--- src/rtl/outmux_sched_pkg.sv ---
// Shared constants and state encoding for the output-mux byte scheduler.
package outmux_sched_pkg;

    typedef enum logic {
        IDLE = 1'b0,
        SCAN = 1'b1
    } state_e;

    localparam int unsigned BYTES_PER_WORD = 4;
    localparam int unsigned BYTE_W         = 8;
    localparam logic [1:0]  LAST_IDX       = 2'(BYTES_PER_WORD - 1);

endpackage

--- src/rtl/outmux_sched.sv ---
// Byte-lane scheduler: shadows a decimated sample and steps the output-mux
// select through its bytes, either automatically per sample or by hand.
module outmux_sched
    import outmux_sched_pkg::*;
#(
    parameter int HOLD_W = 4,
    parameter int WORD_W = 32
) (
    input  logic              clk,
    input  logic              rst_n,
    input  logic              ena,
    input  logic              mode,
    input  logic [1:0]        man_sel,
    input  logic [HOLD_W-1:0] hold,
    input  logic              sample_valid,
    input  logic [WORD_W-1:0] sample,
    input  logic              ovf_clr,
    output logic [WORD_W-1:0] word,
    output logic [1:0]        sel,
    output logic              byte_strb,
    output logic              frame,
    output logic              busy,
    output logic              ovf
);

    state_e            state_q, state_d;
    logic [1:0]        idx_q, idx_d;
    logic [HOLD_W-1:0] cnt_q, cnt_d;
    logic [HOLD_W-1:0] hold_lat_q, hold_lat_d;
    logic [WORD_W-1:0] word_q, word_d;
    logic [1:0]        sel_q, sel_d;
    logic              byte_strb_q, byte_strb_d;
    logic              frame_q, frame_d;
    logic              busy_q, busy_d;
    logic              ovf_q, ovf_d;
    logic              start;
    logic              ovf_set;

    always_comb begin
        state_d     = state_q;
        idx_d       = idx_q;
        cnt_d       = cnt_q;
        hold_lat_d  = hold_lat_q;
        word_d      = word_q;
        sel_d       = sel_q;
        byte_strb_d = byte_strb_q;
        frame_d     = frame_q;
        busy_d      = busy_q;
        ovf_d       = ovf_q;
        start       = 1'b0;
        ovf_set     = 1'b0;

        if (ena) begin
            byte_strb_d = 1'b0;
            frame_d     = 1'b0;
            if (!mode) begin
                // Manual mode also serves as the abort path out of SCAN.
                state_d = IDLE;
                idx_d   = '0;
                cnt_d   = '0;
                busy_d  = 1'b0;
                sel_d   = man_sel;
                if (sample_valid) begin
                    word_d = sample;
                end
            end else begin
                unique case (state_q)
                    IDLE: begin
                        busy_d = 1'b0;
                        start  = sample_valid;
                    end
                    SCAN: begin
                        if (cnt_q != '0) begin
                            cnt_d   = cnt_q - 1'b1;
                            ovf_set = sample_valid;
                        end else if (idx_q != LAST_IDX) begin
                            idx_d       = idx_q + 2'd1;
                            sel_d       = sel_q + 2'd1;
                            cnt_d       = hold_lat_q;
                            byte_strb_d = 1'b1;
                            ovf_set     = sample_valid;
                        end else if (sample_valid) begin
                            start = 1'b1;
                        end else begin
                            state_d = IDLE;
                            idx_d   = '0;
                            sel_d   = '0;
                            busy_d  = 1'b0;
                        end
                    end
                    default: state_d = IDLE;
                endcase

                if (start) begin
                    state_d     = SCAN;
                    word_d      = sample;
                    sel_d       = '0;
                    idx_d       = '0;
                    cnt_d       = hold;
                    hold_lat_d  = hold;
                    byte_strb_d = 1'b1;
                    frame_d     = 1'b1;
                    busy_d      = 1'b1;
                end
            end
            // A fresh overrun outranks a simultaneous clear.
            ovf_d = ovf_set | (ovf_q & ~ovf_clr);
        end
    end

    always_ff @(posedge clk) begin
        if (!rst_n) begin
            state_q     <= IDLE;
            idx_q       <= '0;
            cnt_q       <= '0;
            hold_lat_q  <= '0;
            word_q      <= '0;
            sel_q       <= '0;
            byte_strb_q <= 1'b0;
            frame_q     <= 1'b0;
            busy_q      <= 1'b0;
            ovf_q       <= 1'b0;
        end else begin
            state_q     <= state_d;
            idx_q       <= idx_d;
            cnt_q       <= cnt_d;
            hold_lat_q  <= hold_lat_d;
            word_q      <= word_d;
            sel_q       <= sel_d;
            byte_strb_q <= byte_strb_d;
            frame_q     <= frame_d;
            busy_q      <= busy_d;
            ovf_q       <= ovf_d;
        end
    end

    assign word      = word_q;
    assign sel       = sel_q;
    assign byte_strb = byte_strb_q;
    assign frame     = frame_q;
    assign busy      = busy_q;
    assign ovf       = ovf_q;

endmodule

--- config.mk ---
export PLATFORM = sky130hd
export DESIGN_NAME = outmux_sched
export DESIGN_NICKNAME = d
export VERILOG_FILES = /design/src/rtl/outmux_sched_pkg.sv /design/src/rtl/outmux_sched.sv
export SDC_FILE = /design/constraint.sdc
export NUM_CORES = 1
export LEC_CHECK = 0
export BUFFER_PORTS_ARGS = -buffer_cell sky130_fd_sc_hd__buf_2
export CAP_MARGIN = 20
export CORE_ASPECT_RATIO = 1.2
export CORE_MARGIN = 2
export CORE_UTILIZATION = 50
export CTS_CLUSTER_DIAMETER = 50
export CTS_CLUSTER_SIZE = 16
export DETAILED_ROUTE_END_ITERATION = 8
export PLACE_DENSITY_LB_ADDON = 0.3
export SYNTH_ARGS = -nofsm -noshare
export SYNTH_HDL_FRONTEND = slang
export SYNTH_SLANG_ARGS = --single-unit
export TNS_END_PERCENT = 1
--- constraint.sdc ---
create_clock -name clk -period 2.7 [get_ports clk]
set_clock_uncertainty 0.15 [all_clocks]
set_input_delay 0.54 -clock clk [delete_from_list [all_inputs] [get_ports clk]]
set_output_delay 0.54 -clock clk [all_outputs]
set_load 0.02 [all_outputs]
==> impl_metrics.json, run 1 <==
{
  "p_leak_nw": 1.340,
  "yosys_warnings": 0,
  "rsz0062_at_grt": "no",
  "drt-initial-drc-count": 76,
  "drcViolationCount": 0,
  "r2r_slack_ps": 690,
  "port_buffers": 81,
  "setup_viol": 0,
  "timing_worst_slew_pin_value_ps": 529.3,
  "fin_crit_sh_pct": 74.40,
  "synth_fp_nets": 262,
  "synthTopCellsByArea": "dfxtp_1 (47%), mux2i_1 (18%), nor2_1 (7.4%), nand2_1 (2.5%), nand3_1 (1.9%)",
  "drive_gt1_share_pct": 32.65,
  "hold_viol_final": 0,
  "syn_inst": 215,
  "synthTopCellsByCount": "dfxtp_1 (49), nor2_1 (41), mux2i_1 (38)",
  "ant_nets": 0,
  "vias_per_cell": 5.067,
  "cts_setup_buffers": 0,
  "synth-edff-count": 0,
  "die_w_um": 63.05,
  "synthArstFlopShare_pct": 0,
  "dp.cells": 339,
  "num_vias": 1748,
  "grt_max_degree": 45,
  "path_max_fanout": 32,
  "drt_wl_total_mm": 4.299,
  "yosys_most_used_dff": "dfxtp_1",
  "grt_pass1_wl_mm": 7.189,
  "start_util_pct": 52.66,
  "yosysTopAreaCellShare_pct": 46.89,
  "cts_max_level": 2,
  "diodes": 0,
  "num_io_pins": 82,
  "fmax_mhz": 497.8,
  "synth.distinct_cells": 38,
  "power.density_nw_per_um2": 534.7,
  "first_pass_iters": 4,
  "insertion_delay_ps": 290,
  "min_period_ps": 2009,
  "grt_pass1_vias": 1710,
  "numCtsBuffers": 5,
  "synth-seq-area-share_pct": 46.89,
  "coreArea_um2": 3973,
  "cp-start-kind": "register",
  "place_congestion": 0.7984,
  "synth_top_area_cell": "dfxtp_1",
  "cp_data_arrival_time_ps": 2030,
  "ys_ff_latch": 49,
  "cts.sinks": 49,
  "root_buffer": "clkbuf_8",
  "hpwl_mm": 3.102,
  "worstPathRequired_ps": 2720,
  "wire_per_inst_um": 12.46,
  "ctsHoldBuffers": 0,
  "finalSetupTns_ps": 0,
  "num-nets-final": 339,
  "vdd_ir_drop_max_mv": 0.5175,
  "cts_tree": "built",
  "antenna_found_initial": 0,
  "finalNonFillerCells": 345,
  "slew_violations": 0,
  "critical_path_class": "register to register",
  "status": "finished clean",
  "netlist_area_um2": 2092,
  "yosysMostFrequentCell": "dfxtp_1",
  "hp-class": "register to register",
  "drv_cap": 0,
  "clk_pin_slew_ps": 80,
  "clock_path_buffers": 2,
  "die_area_um2": 4720,
  "worst_setup_path_end_kind": "register",
  "grtUsageTotal_pct": 19.32,
  "globalRouteOverflowTotal": 0,
  "area_delta_synth_final_pct": 23.74,
  "slew_headroom_pct": 64.50,
  "cts_resized": 0,
  "rows": 25,
  "syn_area_per_cell_um2": 9.730,
  "die_h_um": 74.86
}
-- worst max-delay path, cell delays in order, from the launching register on --
cell and delay, ps:
dfxtp_1 380, inv_1 90, ha_1 270, and4bb_4 240, o211ai_4 200, buf_12 250, mux2i_1 230, nor2_1 50
-- cell usage in the layout, fill, tap and decap left out, types with 2 or more instances in the layout --
cell type / synthesis / final
nand2_1: 14 / 14
mux2i_1: 38 / 38
a21oi_1: 7 / 7
nor3_1: 2 / 2
nand3_1: 8 / 8
o211ai_1: 4 / 4
dfxtp_1: 49 / 49
nand2b_1: 3 / 3
buf_2: 5 / 81
nand4bb_1: 2 / 2
ha_1: 3 / 3
clkbuf_8: 0 / 5
inv_1: 4 / 4
o21ai_0: 3 / 3
a211o_1: 2 / 2
nor2_1: 41 / 41
nor2b_1: 2 / 2
-- layout make-up --
type | count | area (µm²)
clock buffers | 5 | 68.82
clock inverters | 1 | 5.005
fillers | 375 | 1384
inverters | 5 | 18.77
multi-input cells | 148 | 1015
flip-flops and latches | 49 | 980.9
well taps | 54 | 67.56
repair buffers | 83 | 432.9
-- power by group --
part / internal, mW / switching (mW)
sequential: 0.755 / 0.0194
clock: 0.171 / 0.217
combinational: 0.0969 / 0.126
total: 1.02 / 0.362
-- per-layer routing --
metal | global-route usage (%) | part of all wire [%]
met2 | 34.75 | 50
met5 | 0 | 0
met3 | 5.381 | 6.0
met1 | 21.91 | 42
met4 | 7.901 | 1.4
-- registers in the layout (all words and copies together), names as in the netlist --
signal      count
word           32
cnt_q           4
hold_lat_q      4
idx_q           2
sel             2
busy            1
byte_strb       1
frame           1
ovf             1
state_q         1
-- logic make-up (layout without fill, tap and decap cells) --
| group | Yosys count | after routing | synth area share [%] |
|---|---|---|---|
| buffers and inverters | 18 | 94 | 4.605 |
| multiplexers | 39 | 39 | 18.72 |
| adder cells (fa/ha/maj) | 3 | 3 | 1.794 |
| AO/OA/AOI/OAI | 24 | 24 | 9.032 |
| flip-flops | 49 | 49 | 46.89 |
| AND/OR/NAND/NOR | 82 | 82 | 18.96 |
-- worst paths after layout --
path                  from       to  cells past startpoint
setup / recovery  cnt_q[0]  word[2]                      7
hold / removal         ovf      ovf                      2
setup reg to reg  cnt_q[0]  word[2]                      7
hold reg to reg        ovf      ovf                      2
-- metrics by stage --
step / cell area, µm² / util [%] / total power, mW / setup WS, ps / hold slack (ps)
final: 2589 / 65.17 / 1.384 / 691.2 / 306.0
after global routing: 2589 / 65.17 / 1.450 / 547.5 / 322.8
after CTS: 2589 / 65.17 / 1.404 / 690.8 / 309.5
after detailed placement: 2515 / 63.31 / 1.015 / 713.3 / 298.8
after global placement: 2515 / 63.31 / 1.011 / 770.1 / 295.0
after floorplan: 2092 / - / 0.9391 / 857.4 / 290.0
(Power assumes the default switching activity.)
==> run 2: changes to the inputs <==
CORE_UTILIZATION = 43   (was 50)
clock period = 1.8 ns   (was 2.7 ns; I/O delays follow)
==> run 2 against run 1 <==
  * Global-route usage is 2.4 points lower
  * Maximum frequency up 14%
  * Total power is 63% higher
  * Flip-flop and latch count is the same
  * Non-clock buffer count grew 21
  * Clock power is 80% higher
  * Wire length rose by 8.7%
  * Utilization down 2.6 points
  * Critical path depth is 1 higher
  * Register-to-register slack got worse by 660 ps
  * Design area increased by 12%
==> impl_metrics.json, run 2 (same netlist as run 1, synthesis figures left out) <==
{
  "status": "finished clean",
  "drt-initial-drc-count": 99,
  "die_area_um2": 5442,
  "min_period_ps": 1767,
  "rsz0062_at_grt": "yes",
  "slew_headroom_pct": 80.39,
  "layout_commonest_cell": "buf_2",
  "die_w_um": 67.68,
  "root_buffer": "clkbuf_8",
  "antenna_found_initial": 0,
  "r2r_slack_ps": 30,
  "numCtsBuffers": 5,
  "worstPathRequired_ps": 1840,
  "p_leak_nw": 1.494,
  "hp-class": "input port to register",
  "ant_nets": 0,
  "path_max_fanout": 7,
  "fmax_mhz": 565.9,
  "crit_chain": "inv_2 > ha_4 > and4bb_4 > o211ai_4 > buf_12 > clkbuf_16 > mux2i_1 > nor2_1",
  "drcViolationCount": 0,
  "clk_pin_slew_ps": 90,
  "grt_pass1_vias": 1616,
  "globalRouteOverflowTotal": 0,
  "slowest_stage": "dfxtp_2",
  "rows": 27,
  "setup_viol": 0,
  "cts_max_level": 2,
  "grt_pass1_wl_mm": 7.017,
  "ff_latch_area_um2": 984.7,
  "final_util_pct": 62.53,
  "vdd_ir_drop_max_mv": 0.5261,
  "critical_path_class": "register to register",
  "num-nets-final": 360,
  "timing_worst_slew_pin_value_ps": 293.5,
  "drv_cap": 0,
  "cts_tree": "built",
  "holdCritStartpoint": "sample[1]",
  "top_layer": "met4",
  "power.density_nw_per_um2": 778.3,
  "place_congestion": 0.8504,
  "final_cell_mix": "buf_2 (81), dfxtp_1 (46), nor2_1 (41), mux2i_1 (38), buf_4 (16)",
  "r2r_start": "cnt_q[1]",
  "grtUsageTotal_pct": 16.93,
  "holdPathStages": 3,
  "wl_met1_mm": 2.040,
  "first_pass_iters": 4,
  "num_vias": 1840,
  "largest_register_ff_count": 32,
  "cts.sinks": 49,
  "critPathBufInv": 3,
  "finalNonFillerCells": 372,
  "coreArea_um2": 4628,
  "insertion_delay_ps": 300,
  "timing.rr.end": "word[18]",
  "area_delta_synth_final_pct": 38.34,
  "wl_met2_mm": 2.331,
  "ctsHoldBuffers": 0,
  "multi_input_area_um2": 1046,
  "drive_gt1_share_pct": 40.13,
  "die_h_um": 80.41,
  "hold_ws_ps": 133.7,
  "hpwl_mm": 3.306,
  "wl_met3_um": 232,
  "dp.cells": 358,
  "drt_wl_total_mm": 4.672,
  "nFillCells": 397,
  "fin_crit_sh_pct": 98.16,
  "diodes": 0,
  "vias_per_cell": 4.946,
  "num_io_pins": 82,
  "start_util_pct": 45.20,
  "slew_violations": 0,
  "hold_end": "word[1]",
  "wire_per_inst_um": 12.56,
  "hold_viol_final": 0,
  "reg2reg_depth": 8,
  "grt_max_degree": 25,
  "cpLargestDelayFamily": "buffers and inverters",
  "crit_path_max_incr_delay_ps": 340,
  "port_buffers": 81,
  "cp_data_arrival_time_ps": 1810,
  "cp-start-kind": "register",
  "clock_path_buffers": 2,
  "worst_setup_path_end_kind": "register"
}
==> run 2: cell types whose count changed in the layout (fill, tap and decap cells not counted), moves of 3 or more <==
cell       change
buf_4         +15
clkbuf_16      +3
dfxtp_1        -3
dfxtp_2        +3
==> run 2: area by class of cell <==
| type | instances | share of cell area (%) |
|---|---|---|
| clock buffers | 6 | 2.853 |
| multi-input cells | 148 | 36.14 |
| inverters | 5 | 0.6485 |
| well taps | 58 | 2.508 |
| clock inverters | 2 | 0.6053 |
| repair buffers | 104 | 23.22 |
| flip-flops and latches | 49 | 34.03 |
==> run 2: stage by stage <==
stage / worst slack (ps) / instance area, µm² / power [mW] / setup TNS, ps
2_1_floorplan: 28.93 / 2095 / 1.409 / 0
3_3_place_gp: 62.69 / 2648 / 1.545 / 0
3_5_place_dp: 19.07 / 2648 / 1.550 / 0
4_1_cts: 7.313 / 2748 / 2.244 / 0
5_1_grt: -26.51 / 2894 / 2.364 / -372.1
6_report: 33.04 / 2894 / 2.253 / 0
==> run 2: worst max-delay path by stage <==
stage / startpoint / end / cells past startpoint
detailed placement: cnt_q[0] / word[12] / 7
finish: cnt_q[1] / word[18] / 8
CTS: idx_q[0] / word[12] / 6
floorplan: cnt_q[0] / word[0] / 7
global route: cnt_q[0] / word[23] / 8
global placement: cnt_q[0] / word[27] / 7
==> run 2: worst register-to-register path, delay by kind of cell (launching register included) <==
kind / cells / cell delay (ps)
adders and majority gates: 1 / 160
and+or+nand+nor: 2 / 280
buffers and inverters: 3 / 370
muxes: 1 / 180
AOI/OAI and AO/OA: 1 / 200
DFF: 1 / 340
==> run 2: report_power, final <==
part	internal, mW	leakage (nW)	total [mW]	switching [mW]
logic	0.192	1.04	0.396	0.204
registers	1.13	0.401	1.16	0.0269
clock network	0.319	0.0518	0.696	0.377
==> run 2: metal layers <==
| metal | track usage [%] | up-vias |
|---|---|---|
| li1 | - | 937 |
| met2 | 28.33 | 48 |
| met4 | 7.755 | 0 |
| met3 | 3.221 | 5 |
| met1 | 20.56 | 850 |
| met5 | 0 | - |
==> run 2: repair_timing <==
action	in CTS	in global routing
endpoints found under the setup margin	0	43
setup buffers	0	2
resized for setup	0	9
hold endpoints to repair	0	0
